**src/rtl/car_pkg.sv**
```systemverilog
// Shared types and constants for the car sprite fetch path.
// The sheet holds four 101-px frames side by side: straight A/B, lean left, lean right.
package car_pkg;

   typedef enum logic [1:0] {
      STRAIGHT = 2'd0,
      LEAN_L   = 2'd1,
      LEAN_R   = 2'd2
   } steer_state_t;

   localparam int SHEET_W = 404;
   localparam int FRAME_W = 101;

   localparam logic [1:0] FRAME_STRAIGHT_A = 2'd0;
   localparam logic [1:0] FRAME_STRAIGHT_B = 2'd1;
   localparam logic [1:0] FRAME_LEFT       = 2'd2;
   localparam logic [1:0] FRAME_RIGHT      = 2'd3;

   function automatic steer_state_t steer_target(input logic [1:0] steer);
      case (steer)
         2'b01:   return LEAN_L;
         2'b10:   return LEAN_R;
         default: return STRAIGHT;
      endcase
   endfunction

endpackage

```
**src/rtl/car_anim_ctrl.sv**
```systemverilog
// Per-frame animation control: vsync edge detect, debounced steer FSM and wheel phase.
// frame_sel only moves on the frame tick so a frame never changes mid-screen.
module car_anim_ctrl
   import car_pkg::*;
#(
   parameter int STEER_HOLD = 3,
   parameter int ANIM_DIV   = 4
) (
   input  logic       clk,
   input  logic       reset_n,
   input  logic       vs,
   input  logic [1:0] steer,
   input  logic       moving,
   output logic [1:0] frame_sel
);

   localparam int HOLD_W = (STEER_HOLD > 1) ? $clog2(STEER_HOLD) : 1;
   localparam int ANIM_W = (ANIM_DIV > 1) ? $clog2(ANIM_DIV) : 1;

   steer_state_t      state_reg, state_next;
   steer_state_t      hold_target_reg, hold_target_next;
   logic [HOLD_W-1:0] hold_cnt_reg, hold_cnt_next;
   logic [ANIM_W-1:0] anim_cnt_reg, anim_cnt_next;
   logic              phase_reg, phase_next;
   logic [1:0]        frame_sel_reg, frame_sel_next;
   logic              vs_q_reg;
   logic              tick;
   steer_state_t      target;

   assign tick   = vs_q_reg & ~vs;
   assign target = steer_target(steer);

   always_ff @(posedge clk or negedge reset_n) begin
      if (!reset_n) begin
         vs_q_reg        <= 1'b1;
         state_reg       <= STRAIGHT;
         hold_target_reg <= STRAIGHT;
         hold_cnt_reg    <= '0;
         anim_cnt_reg    <= '0;
         phase_reg       <= 1'b0;
         frame_sel_reg   <= FRAME_STRAIGHT_A;
      end else begin
         vs_q_reg        <= vs;
         state_reg       <= state_next;
         hold_target_reg <= hold_target_next;
         hold_cnt_reg    <= hold_cnt_next;
         anim_cnt_reg    <= anim_cnt_next;
         phase_reg       <= phase_next;
         frame_sel_reg   <= frame_sel_next;
      end
   end

   always_comb begin
      state_next       = state_reg;
      hold_target_next = hold_target_reg;
      hold_cnt_next    = hold_cnt_reg;
      anim_cnt_next    = anim_cnt_reg;
      phase_next       = phase_reg;
      frame_sel_next   = frame_sel_reg;

      if (tick) begin
         // A different target in the middle of a count counts as its first tick.
         if (target == state_reg) begin
            hold_cnt_next = '0;
         end else if (hold_cnt_reg != '0 && target != hold_target_reg) begin
            hold_cnt_next    = HOLD_W'(1);
            hold_target_next = target;
         end else if (hold_cnt_reg == HOLD_W'(STEER_HOLD - 1)) begin
            state_next    = target;
            hold_cnt_next = '0;
         end else begin
            hold_cnt_next    = hold_cnt_reg + 1'b1;
            hold_target_next = target;
         end

         if (moving) begin
            if (anim_cnt_reg == ANIM_W'(ANIM_DIV - 1)) begin
               anim_cnt_next = '0;
               phase_next    = ~phase_reg;
            end else begin
               anim_cnt_next = anim_cnt_reg + 1'b1;
            end
         end

         case (state_next)
            LEAN_L:  frame_sel_next = FRAME_LEFT;
            LEAN_R:  frame_sel_next = FRAME_RIGHT;
            default: frame_sel_next = phase_next ? FRAME_STRAIGHT_B : FRAME_STRAIGHT_A;
         endcase
      end
   end

   assign frame_sel = frame_sel_reg;

endmodule

```
**src/rtl/car_sprite_scan.sv**
```systemverilog
// Maps the scan position onto car sprite-sheet coordinates for the RAM fetch stage,
// with car_on delayed to line up with the fetch stage's registered colour index.
module car_sprite_scan #(
   parameter int FRAME_W    = car_pkg::FRAME_W,
   parameter int SPRITE_H   = 60,
   parameter int STEER_HOLD = 3,
   parameter int ANIM_DIV   = 4
) (
   input  logic       clk,
   input  logic       reset_n,
   input  logic [9:0] DrawX,
   input  logic [9:0] DrawY,
   input  logic       vs,
   input  logic [9:0] CarX,
   input  logic [9:0] CarY,
   input  logic [1:0] steer,
   input  logic       moving,
   output logic [8:0] CarSpriteX,
   output logic [8:0] CarSpriteY,
   output logic       car_on,
   output logic [1:0] frame_sel
);

   import car_pkg::*;

   localparam int SX_W     = $clog2(SHEET_W);
   localparam int ON_DELAY = 2;

   logic                in_box;
   logic [9:0]          dx, dy;
   logic [SX_W-1:0]     sprite_x_reg, sprite_x_next;
   logic [8:0]          sprite_y_reg, sprite_y_next;
   logic [ON_DELAY-1:0] on_pipe_reg;

   car_anim_ctrl #(
      .STEER_HOLD (STEER_HOLD),
      .ANIM_DIV   (ANIM_DIV)
   ) u_anim (
      .clk       (clk),
      .reset_n   (reset_n),
      .vs        (vs),
      .steer     (steer),
      .moving    (moving),
      .frame_sel (frame_sel)
   );

   // 11-bit compares so a box hanging off the right/bottom edge clips instead of wrapping.
   assign in_box = ({1'b0, DrawX} >= {1'b0, CarX}) &&
                   ({1'b0, DrawX} <  ({1'b0, CarX} + 11'(FRAME_W))) &&
                   ({1'b0, DrawY} >= {1'b0, CarY}) &&
                   ({1'b0, DrawY} <  ({1'b0, CarY} + 11'(SPRITE_H)));

   assign dx = DrawX - CarX;
   assign dy = DrawY - CarY;

   always_comb begin
      sprite_x_next = '0;
      sprite_y_next = '0;
      if (in_box) begin
         sprite_x_next = SX_W'(frame_sel) * SX_W'(FRAME_W) + SX_W'(dx);
         sprite_y_next = 9'(dy);
      end
   end

   always_ff @(posedge clk or negedge reset_n) begin
      if (!reset_n) begin
         sprite_x_reg <= '0;
         sprite_y_reg <= '0;
         on_pipe_reg  <= '0;
      end else begin
         sprite_x_reg <= sprite_x_next;
         sprite_y_reg <= sprite_y_next;
         on_pipe_reg  <= {on_pipe_reg[ON_DELAY-2:0], in_box};
      end
   end

   assign CarSpriteX = 9'(sprite_x_reg);
   assign CarSpriteY = sprite_y_reg;
   assign car_on     = on_pipe_reg[ON_DELAY-1];

endmodule
```
**config.mk**
```make
export PLATFORM = sky130hd
export DESIGN_NAME = car_sprite_scan
export DESIGN_NICKNAME = d
export VERILOG_FILES = /design/src/rtl/car_pkg.sv /design/src/rtl/car_anim_ctrl.sv /design/src/rtl/car_sprite_scan.sv
export SDC_FILE = /design/constraint.sdc
export NUM_CORES = 1
export LEC_CHECK = 0
export ABC_AREA = 1
export ABC_CLOCK_PERIOD_IN_PS = 3000
export CORE_MARGIN = 4
export CORE_UTILIZATION = 50
export CTS_BUF_LIST = sky130_fd_sc_hd__clkbuf_16
export DETAILED_ROUTE_END_ITERATION = 6
export GPL_ROUTABILITY_DRIVEN = 0
export PLACE_DENSITY = 0.83
export SYNTH_ARGS = -nofsm -noshare
export SYNTH_HDL_FRONTEND = slang
export SYNTH_SLANG_ARGS = --single-unit
```
**constraint.sdc**
```tcl
create_clock -name clk -period 3 [get_ports clk]
set_input_delay 0.6 -clock clk [delete_from_list [all_inputs] [get_ports clk]]
set_output_delay 0.6 -clock clk [all_outputs]
set_load 0.005 [all_outputs]
```
==> results.json <==
{
  "status": "complete, no violations",
  "dp_slack_ns": -0.355,
  "via_count": 3098,
  "layout_common_cells": "81 x inv_1, 74 x nand2_1, 62 x clkdlybuf4s50_1",
  "diodes": 0,
  "firstDrtPassIters": 4,
  "clock.fmax_mhz": 350,
  "dp_hpwl_um": 6280,
  "yosys_register_bits": 32,
  "cts.sinks": 32,
  "grt_pass1_wl_um": 12300,
  "cts_buffer_depth": 2,
  "layout.nets": 633,
  "wl_per_cell_um": 13.3,
  "fin_crit_ns": 2.86,
  "grt_antenna_before_repair": 0,
  "drc": 0,
  "area_growth_syn_to_layout_pct": 39.7,
  "slowest_delay_ns": 0.53,
  "finalSetupViolCount": 0,
  "hold_class": "flop to flop",
  "drt_iter0_markers": 112,
  "grt-ovfl-total": 0,
  "slew_headroom": 0.732,
  "cp_max_fo": 4,
  "netlist_instances": 415,
  "critPathSlowestCell": "fa_1",
  "hold_slack_ns": 0.353,
  "drive_above_1_share": 0.146,
  "place_area_sq_um": 4230,
  "avgSynthCellArea_sq_um": 7.83,
  "rows": 29,
  "yosys_warnings": 0,
  "core_area_sq_um": 6310,
  "die_h_um": 88.6,
  "worstMarginPinSlew_ns": 0.402,
  "worstPathArrival_ns": 3.03,
  "die-area_sq_um": 7850,
  "required_ns": 3.16,
  "powerDensity_nw_per_um2": 617,
  "vias_per_cell": 5.17,
  "grt_max_degree": 33,
  "port_buffers": 66,
  "ant_nets": 0,
  "timing_max_transition_violations_final": 0,
  "critPathTopFamily": "adder cells",
  "cp_num_buf_inv": 2,
  "fin_area_sq_um": 4540,
  "ios": 67,
  "clkLatencyLatePin_ns": 0.28,
  "hold_buffers": 0,
  "htree_levels": 2,
  "ys_types": 33,
  "drv_cap": 0,
  "synthesis.area_sq_um": 3250,
  "cts_buffers": 5,
  "synth_flop_cell": "dfrtp_1",
  "async_flop_share": 1.00,
  "cts_tree": "yes",
  "clockRootBuffer": "clkbuf_16",
  "initial_utilization": 0.515,
  "clk_pin_slew_ns": 0.05,
  "grt_use_total": 0.196,
  "synth.top_cell.area_share": 0.239,
  "clock_skew_ns": 0.00512,
  "synth_edf_count": 0,
  "final_core_util": 0.719,
  "power.leakage_nw": 2.41,
  "grt_pass1_vias": 2970,
  "path_cells": "clkdlybuf4s50_1, fa_1, fa_1, inv_1, ha_1, nand3_1, nand3_1, xor2_1, nor2_2",
  "fin_crit_sh": 0.954,
  "ys_top_cells_by_area": "dfrtp_1 24%, ha_1 22%, inv_1 9.4%",
  "fill_cells": 485,
  "worstSetupPathType": "input port to flop",
  "ir_drop_mv": 0.762,
  "cp-start-kind": "input port",
  "rsz0062_at_grt": "no",
  "layout_commonest_cell": "inv_1",
  "syn-num-nets": 527,
  "crit_path_end_kind": "flop",
  "fp.dieW_um": 88.6,
  "ys_seq_area_frac": 0.247,
  "wl_um": 7950,
  "power_w": 0.00280,
  "synth_top_area_cell": "dfrtp_1",
  "hold_violations": 0,
  "setup_slack_ns": 0.139
}
## worst register-to-register path: cells and delay by family (launching register included)
family / cells / cell delay [ns]
AND/OR/NAND/NOR: 5 / 0.38
XOR/XNOR: 1 / 0.18
AO/OA/AOI/OAI: 1 / 0.14
adder cells (fa/ha/maj): 4 / 1.38
flip-flops: 1 / 0.45
## report_power, final
group / switching (W) / total [W] / internal (W)
Clock: 0.000191 / 0.000499 / 0.000308
Sequential: 0.0000576 / 0.000576 / 0.000518
Combinational: 0.000917 / 0.00173 / 0.000811
## cells by family after synthesis
| group | share of synthesized area |
|---|---|
| AOI/OAI and AO/OA | 0.0963 |
| buffers and inverters | 0.100 |
| muxes | 0.00347 |
| DFF | 0.247 |
| and+or+nand+nor | 0.197 |
| xor gates and xnor gates | 0.0809 |
| adders and majority gates | 0.275 |
## per-layer routing
layer,vias up,share of wire,GRT usage
li1,1535,-,-
met1,1469,0.41,0.238
met2,78,0.52,0.364
met3,16,0.040,0.0196
met4,0,0.022,0.0604
met5,-,0,0
## stage by stage
stage	std cells	TNS (ns)
6_report	599	0
5_1_grt	599	0
4_1_cts	595	0
3_5_place_dp	587	-6.02
3_3_place_gp	587	-3.49
2_1_floorplan	415	0
## layout make-up
cell class	instances	area, sq um	share of cell area
well taps	77	96.3	0.0212
clock buffers	5	125	0.0276
inverters	84	315	0.0695
flip-flops and latches	32	802	0.177
clock inverters	3	23.8	0.00524
multi-input cells	298	2190	0.482
repair buffers	100	988	0.218
## worst paths after layout
| check | start | end | slack, ns | depth (start not counted) |
|---|---|---|---|---|
| worst max-delay path | CarX[6] | CarSpriteX[8] | 0.14 | 9 |
| worst min-delay path | on_pipe_reg[0] | on_pipe_reg[1] | 0.35 | 0 |
| worst max register to register | u_anim.frame_sel[1] | CarSpriteX[7] | 0.35 | 11 |
| worst min register to register | on_pipe_reg[0] | on_pipe_reg[1] | 0.35 | 0 |
| max in group asynchronous | reset_n | u_anim.vs_q_reg | 1.95 | 2 |
| min in group asynchronous | reset_n | CarSpriteX[0] | 0.71 | 2 |
## synth_stat cells, drive strengths merged (2+ instances only)
cell,count
ha,57
nand2,77
xnor2,11
a21o,2
o21ai,20
nor3,3
xor2,19
inv,83
o211ai,2
dfrtp,31
nand3,16
nand4,8
fa,9
a21oi,24
o21a,2
nor2,40
## timing repair
item                                    in CTS  in global routing
endpoints found under the setup margin      19                 19
setup buffers                                0                  1
cloned                                       0                  3
pin swaps                                    3                  5
resized for setup                            3                 21
Note: power is estimated with default switching activity, not from simulation.
